$ cat src/rtl/ks_pkg.sv
// Shared definitions for the Kogge-Stone sum accumulator: FSM states,
// upstream result width and default sizing.
package ks_pkg;

    typedef enum logic [1:0] {
        IDLE  = 2'd0,
        ACCUM = 2'd1,
        HOLD  = 2'd2
    } state_t;

    localparam int KS_RES_W     = 5;
    localparam int KS_BEATS_DEF = 16;
    localparam int KS_ACC_W_DEF = 8;

endpackage

$ cat src/rtl/ks_acc_add.sv
// ACC_W-bit accumulate step with overflow detect; define KS_ACCUM_SATURATE_EN
// to clamp at all-ones on overflow, otherwise the result wraps.
module ks_acc_add
    import ks_pkg::*;
#(
    parameter int ACC_W = KS_ACC_W_DEF
) (
    input  logic [ACC_W-1:0]    acc,
    input  logic [KS_RES_W-1:0] addend,
    output logic [ACC_W-1:0]    result,
    output logic                ovf
);

    logic [ACC_W:0] sum;

    assign sum = {1'b0, acc} + {{(ACC_W + 1 - KS_RES_W){1'b0}}, addend};
    assign ovf = sum[ACC_W];

`ifdef KS_ACCUM_SATURATE_EN
    assign result = ovf ? '1 : sum[ACC_W-1:0];
`else
    assign result = sum[ACC_W-1:0];
`endif

endmodule

$ cat src/rtl/ks_sum_accumulator.sv
// Sums BEATS adder results per frame and presents the total with a sticky
// overflow flag over a valid/ready handshake.
module ks_sum_accumulator
    import ks_pkg::*;
#(
    parameter int BEATS = KS_BEATS_DEF,
    parameter int ACC_W = KS_ACC_W_DEF
) (
    input  logic                clk,
    input  logic                rst,
    input  logic [KS_RES_W-1:0] in_data,
    input  logic                in_valid,
    output logic                in_ready,
    output logic [ACC_W-1:0]    out_data,
    output logic                out_ovf,
    output logic                out_valid,
    input  logic                out_ready
);

    localparam int CNT_W = $clog2(BEATS + 1);

    state_t           state, state_next;
    logic [ACC_W-1:0] acc, acc_sum;
    logic [CNT_W-1:0] count;
    logic             ovf, add_ovf;
    logic             beat, last_beat, handshake;

    ks_acc_add #(.ACC_W(ACC_W)) u_add (
        .acc    (acc),
        .addend (in_data),
        .result (acc_sum),
        .ovf    (add_ovf)
    );

    assign in_ready  = (state != HOLD);
    assign beat      = in_valid && in_ready;
    assign last_beat = beat && (count == CNT_W'(BEATS - 1));
    assign handshake = (state == HOLD) && out_ready;

    assign out_data  = acc;
    assign out_ovf   = ovf;
    assign out_valid = (state == HOLD);

    always_ff @(posedge clk) begin
        if (rst) state <= IDLE;
        else     state <= state_next;
    end

    always_comb begin
        state_next = state;
        case (state)
            IDLE:    if (beat) state_next = last_beat ? HOLD : ACCUM;
            ACCUM:   if (last_beat) state_next = HOLD;
            HOLD:    if (out_ready) state_next = IDLE;
            default: state_next = IDLE;
        endcase
    end

    // Handshake clears the frame so the next beat can only land a cycle later.
    always_ff @(posedge clk) begin
        if (rst || handshake) begin
            acc   <= '0;
            count <= '0;
            ovf   <= 1'b0;
        end else if (beat) begin
            acc   <= acc_sum;
            count <= count + CNT_W'(1);
            ovf   <= ovf | add_ovf;
        end
    end

endmodule
$ cat config.mk
export PLATFORM = sky130hd
export DESIGN_NAME = ks_sum_accumulator
export DESIGN_NICKNAME = d
export VERILOG_FILES = /design/src/rtl/ks_pkg.sv /design/src/rtl/ks_acc_add.sv /design/src/rtl/ks_sum_accumulator.sv
export SDC_FILE = /design/constraint.sdc
export NUM_CORES = 1
export LEC_CHECK = 0
export BUFFER_PORTS_ARGS = -buffer_cell sky130_fd_sc_hd__buf_2
export CORE_ASPECT_RATIO = 1.25
export CORE_UTILIZATION = 50
export CTS_BUF_LIST = sky130_fd_sc_hd__clkbuf_4 sky130_fd_sc_hd__clkbuf_8
export DETAILED_ROUTE_END_ITERATION = 8
export PLACE_DENSITY = 0.81
export SLEW_MARGIN = 20
export SYNTH_ARGS = -nofsm -noshare
export SYNTH_HDL_FRONTEND = slang
export SYNTH_SLANG_ARGS = --single-unit
$ cat constraint.sdc
create_clock -name clk -period 1.9 [get_ports clk]
set_input_delay 0.285 -clock clk [delete_from_list [all_inputs] [get_ports clk]]
set_output_delay 0.285 -clock clk [all_outputs]
set_load 0.01 [all_outputs]
# Word level (Yosys, flattened, before mapping)
# Cells that the tools add are included.
# word_totals
ram_bits	0
register_bits	16
n_memories	0
wordCells	25
in_bits	9
out_inout_bits	11
latch_bits	0
rom_bits	0
# classes
div	0
magnitude_cmp	0
n_eq_ne	7
mux	5
mul	0
bitwise	1
n_reduce_logical	6
shifts	0
n_addsub	2
# op_table
op	n
8-bit by 5-bit adder with 9-bit output	1
2-bit 2-to-1 mux	4
2-bit != test (second input constant)	3
2-bit one-hot mux with 3 select lines	1
5-bit by 1-bit adder with 5-bit output (second input constant)	1
5-bit by 4-bit equality test with 1-bit output (second input constant)	1
1-bit logical AND	3
3-bit AND reduction	1
2-bit by 1-bit equality test with 1-bit output (second input constant)	1
2-bit equality test (second input constant)	1
2-bit logical NOT	1
2-bit by 1-bit != test with 1-bit output (second input constant)	1
1-bit logical OR	1
1-bit OR	1

# Logic depth before layout (Yosys ltp)
# depth
word_depth	6
depth_mapped	8
depth_no_buf	8

# Modules after synthesis
# A second synthesis with hierarchy kept.
# hier_totals
hier_cells	106
hier_area_um2	904.6
# by_module_without_submodules
mod	cells_per_inst	area_per_inst_um2	seq_area_each_um2	n_inst
ks_sum_accumulator	78	670.6	320.3	1
ks_acc_add	28	234.0	0.0	1

# Least setup slack after synthesis
# Ideal clock, no wire load.
# synth_path
path_type	register to register
start	register acc[0] (netlist: out_data[0])
end	register acc[6] (netlist: out_data[6])
path_slack_ns	0.201
setup_time_ns	0.117
stages_incl_launch_ff	9
t_required_ns	1.783
arrival_ns	1.581
synth_period_minus_slack_ns	1.699
path_buffers	0
cell_sequence	dfxtp_1 -> ha_1 -> inv_1 -> fa_1 -> nand2b_1 -> a21oi_2 -> o211ai_1 -> xor2_1 -> nor2_1
# synth_between
elab_chain_cells	1
# synth_rtl
element	line	text
start, declared	ks_sum_accumulator.sv:23	logic [ACC_W-1:0] acc, acc_sum;
start signal, assigned	ks_sum_accumulator.sv:66	acc <= acc_sum;
8-bit by 5-bit adder with 9-bit output	ks_acc_add.sv:16	assign sum = {1'b0, acc} + {{(ACC_W + 1 - KS_RES_W){1'b0}}, addend};
# Every way passes these cells.
# A chain may end at the register's enable or synchronous reset.

# Final worst setup path
# Same ends and word-level chain as after synthesis.

==> flow_summary_export.csv <==
group,metric,value,unit
outcome,status,"completed",
yosys,synthCells,96,
clock_tree,cts_tree,"built",
die,start_util,0.534,
yosys,async_flop_share,0,
drt,routedWlPerCell,11.4,microns
yosys,synth_ff_type,"dfxtp_1",
yosys,synth_area,845,sq um
flow_run,cap_violations,0,
timing,layout_worst_path_cycle_share,0.926,
yosys,synth_compound_area_frac,0.181,
layout,layout.nets,135,
clock_tree,post-cts-setup-buffer-count,0,
clock_tree,cts_buffers,3,
layout,diodes,0,
yosys,synth_nets,113,
setup_path,required,2.07,ns
setup_path,endpoint_kind,"register",
die,placementRows,16,
setup_path,crit_arrival,1.93,ns
clock_tree,cts.path.max_buffers,2,
worst_hold_path,hold_class,"primary input to register",
yosys,synthAdderAreaFrac,0.127,
drt,ant_nets,0,
timing,clock.fmax,569,MHz
die,dieArea,1860,sq um
clock_tree,path_clk_slew,0.10,ns
drt,vias,712,
timing,fin_crit,1.76,ns
layout,nFillCells,132,
clock_tree,htreeDepth,1,
timing,rsz0062_at_grt,"false",
place,io_buffer_count,19,
global_routing,grt_max_degree,15,
global_routing,grt_pass1_vias,608,
setup_path,startpoint_type,"register",
global_routing,grt_pass1_wl,2340,microns
place,place_congestion,0.802,
clock_tree,clkSinkCount,16,
yosys,synth_edf_count,0,
yosys,synth.area.mux_share,0,
clock_tree,clock_latency,0.29,ns
yosys,synth_warnings,0,
power,ir_drop,525,uV
place,post-dp-hpwl,1120,microns
timing,hold_violations,0,
global_routing,antenna_found_initial,0,
yosys,synth_top_family_by_area,"simple AND/OR/NAND/NOR gates",
yosys,syn_avg_cell_area,8.80,sq um
die,ioPinCount,20,
drt,first_iter_violations,8,
layout,area_delta_synth_final,18.2,%
die,die_width,38.8,microns
timing,final-setup-viol-count,0,
layout,drive_gt1_frac,0.265,
timing,worst_pin_slew,0.445,ns
timing,finalMaxSlewViolations,0,
clock_tree,clockRootBuffer,"clkbuf_4",
yosys,ys_seq_area_frac,0.379,
drt,drc,0,
yosys,synth_seq_cells,16,
setup_path,crit_type,"register to register",
global_routing,track_usage,0.184,
timing,whs,0.174,ns
drt,drt_wl_total,1550,microns
timing,fin_ws,0.141,ns
global_routing,grt_overflow,0,
drt,first_pass_iters,4,
die,die_h,48.0,microns
power,p_leak,0.463,nW
place,post-place-ws,0.113,ns
yosys,yosys.area_share.xor_xnor,0.0726,
yosys,synthDistinctLibCells,27,
die,core_area,1580,sq um
timing,slew_headroom,0.704,
drt,post_drt_via_cell_ratio,5.27,
timing,fin_worst_skew,0.000908,ns
yosys,synthSimpleGateAreaFrac,0.194,
power,p_per_area,750,nW/um^2
timing,fin_tns_setup,0,ns
setup_path,crit_fanout,3,
## registers in the layout (all words and copies together), names as in the netlist
| signal | flops |
|---|---|
| out_data | 8 |
| count | 5 |
| state | 2 |
| out_ovf | 1 |
## stage by stage
stage	area [sq um]	cells	utilization	total power, mW
after floorplan	845	96	-	0.479
after global placement	946	131	0.598	0.513
after detailed placement	946	131	0.598	0.518
after CTS	982	135	0.621	0.742
after global routing	998	135	0.631	0.788
final	998	135	0.631	0.749
## where the power goes
group	total, mW	internal [mW]	switching, mW
clock	0.229	0.117	0.113
combinational	0.148	0.0665	0.0816
sequential	0.372	0.356	0.0157
total	0.749	0.539	0.210
## synth_stat cells (2+ instances only)
cell type	number	share of area
nand2b_1	2	0.015
xor2_1	3	0.031
a21o_1	2	0.018
dfxtp_1	16	0.38
inv_1	6	0.027
xnor2_1	4	0.041
o21ai_0	2	0.012
a211oi_1	2	0.018
nand4_1	2	0.015
ha_1	7	0.10
o211ai_1	2	0.018
nand2_1	11	0.049
a21oi_1	10	0.059
nor2_1	14	0.062
## placed cells by master (no fill, tap or decap), types with 3 or more instances in the layout
cell,netlist,layout
nor2_1,14,14
xor2_1,3,3
xnor2_1,4,4
a21oi_1,10,10
ha_1,7,7
inv_1,6,6
dfxtp_1,16,15
buf_2,1,19
nand2_1,11,11
clkbuf_4,0,3
## layout make-up
cell class	instances	area, sq um	share of cell area
Timing Repair Buffer	19	95.1	0.0952
Sequential cell	16	322	0.322
Tap cell	18	22.5	0.0226
Clock buffer	4	36.3	0.0363
Multi-Input combinational cell	72	500	0.501
Inverter	6	22.5	0.0226
## cells by family (layout without fill, tap and decap cells)
family	after synthesis	after routing
and+or+nand+nor	34	34
buffers and inverters	8	29
xor gates and xnor gates	7	7
adders and majority gates	8	8
DFF	16	16
AOI/OAI and AO/OA	23	23
## final timing paths
| kind | endpoint | cells past startpoint | slack [ns] | startpoint |
|---|---|---|---|---|
| hold reg to reg | out_ovf | 2 | 0.45 | out_ovf |
| setup / recovery | out_data[6] | 8 | 0.14 | out_data[0] |
| setup reg to reg | out_data[6] | 8 | 0.14 | out_data[0] |
| hold / removal | state[1] | 2 | 0.17 | rst |
## routing by layer
layer	track usage	share of wire	vias up
met5	0	0	-
met4	0.124	0.015	0
met3	0.0279	0.036	4
met2	0.310	0.46	16
met1	0.215	0.48	320
li1	-	-	372
## timing repair
item | 4_1_cts | 5_1_grt
endpoints found under the setup margin | 0 | 1
resized for setup | 0 | 3
hold buffers | 0 | 0
## critical path, cell delays in order (launching register included)
cell and delay [ns]:
dfxtp_2 0.34, ha_1 0.17, inv_1 0.06, fa_1 0.38
nand2b_4 0.18, a21oi_4 0.17, o211ai_1 0.11, xor2_1 0.17
nor2_1 0.06
No activity file was read; power rests on OpenSTA's default activity.
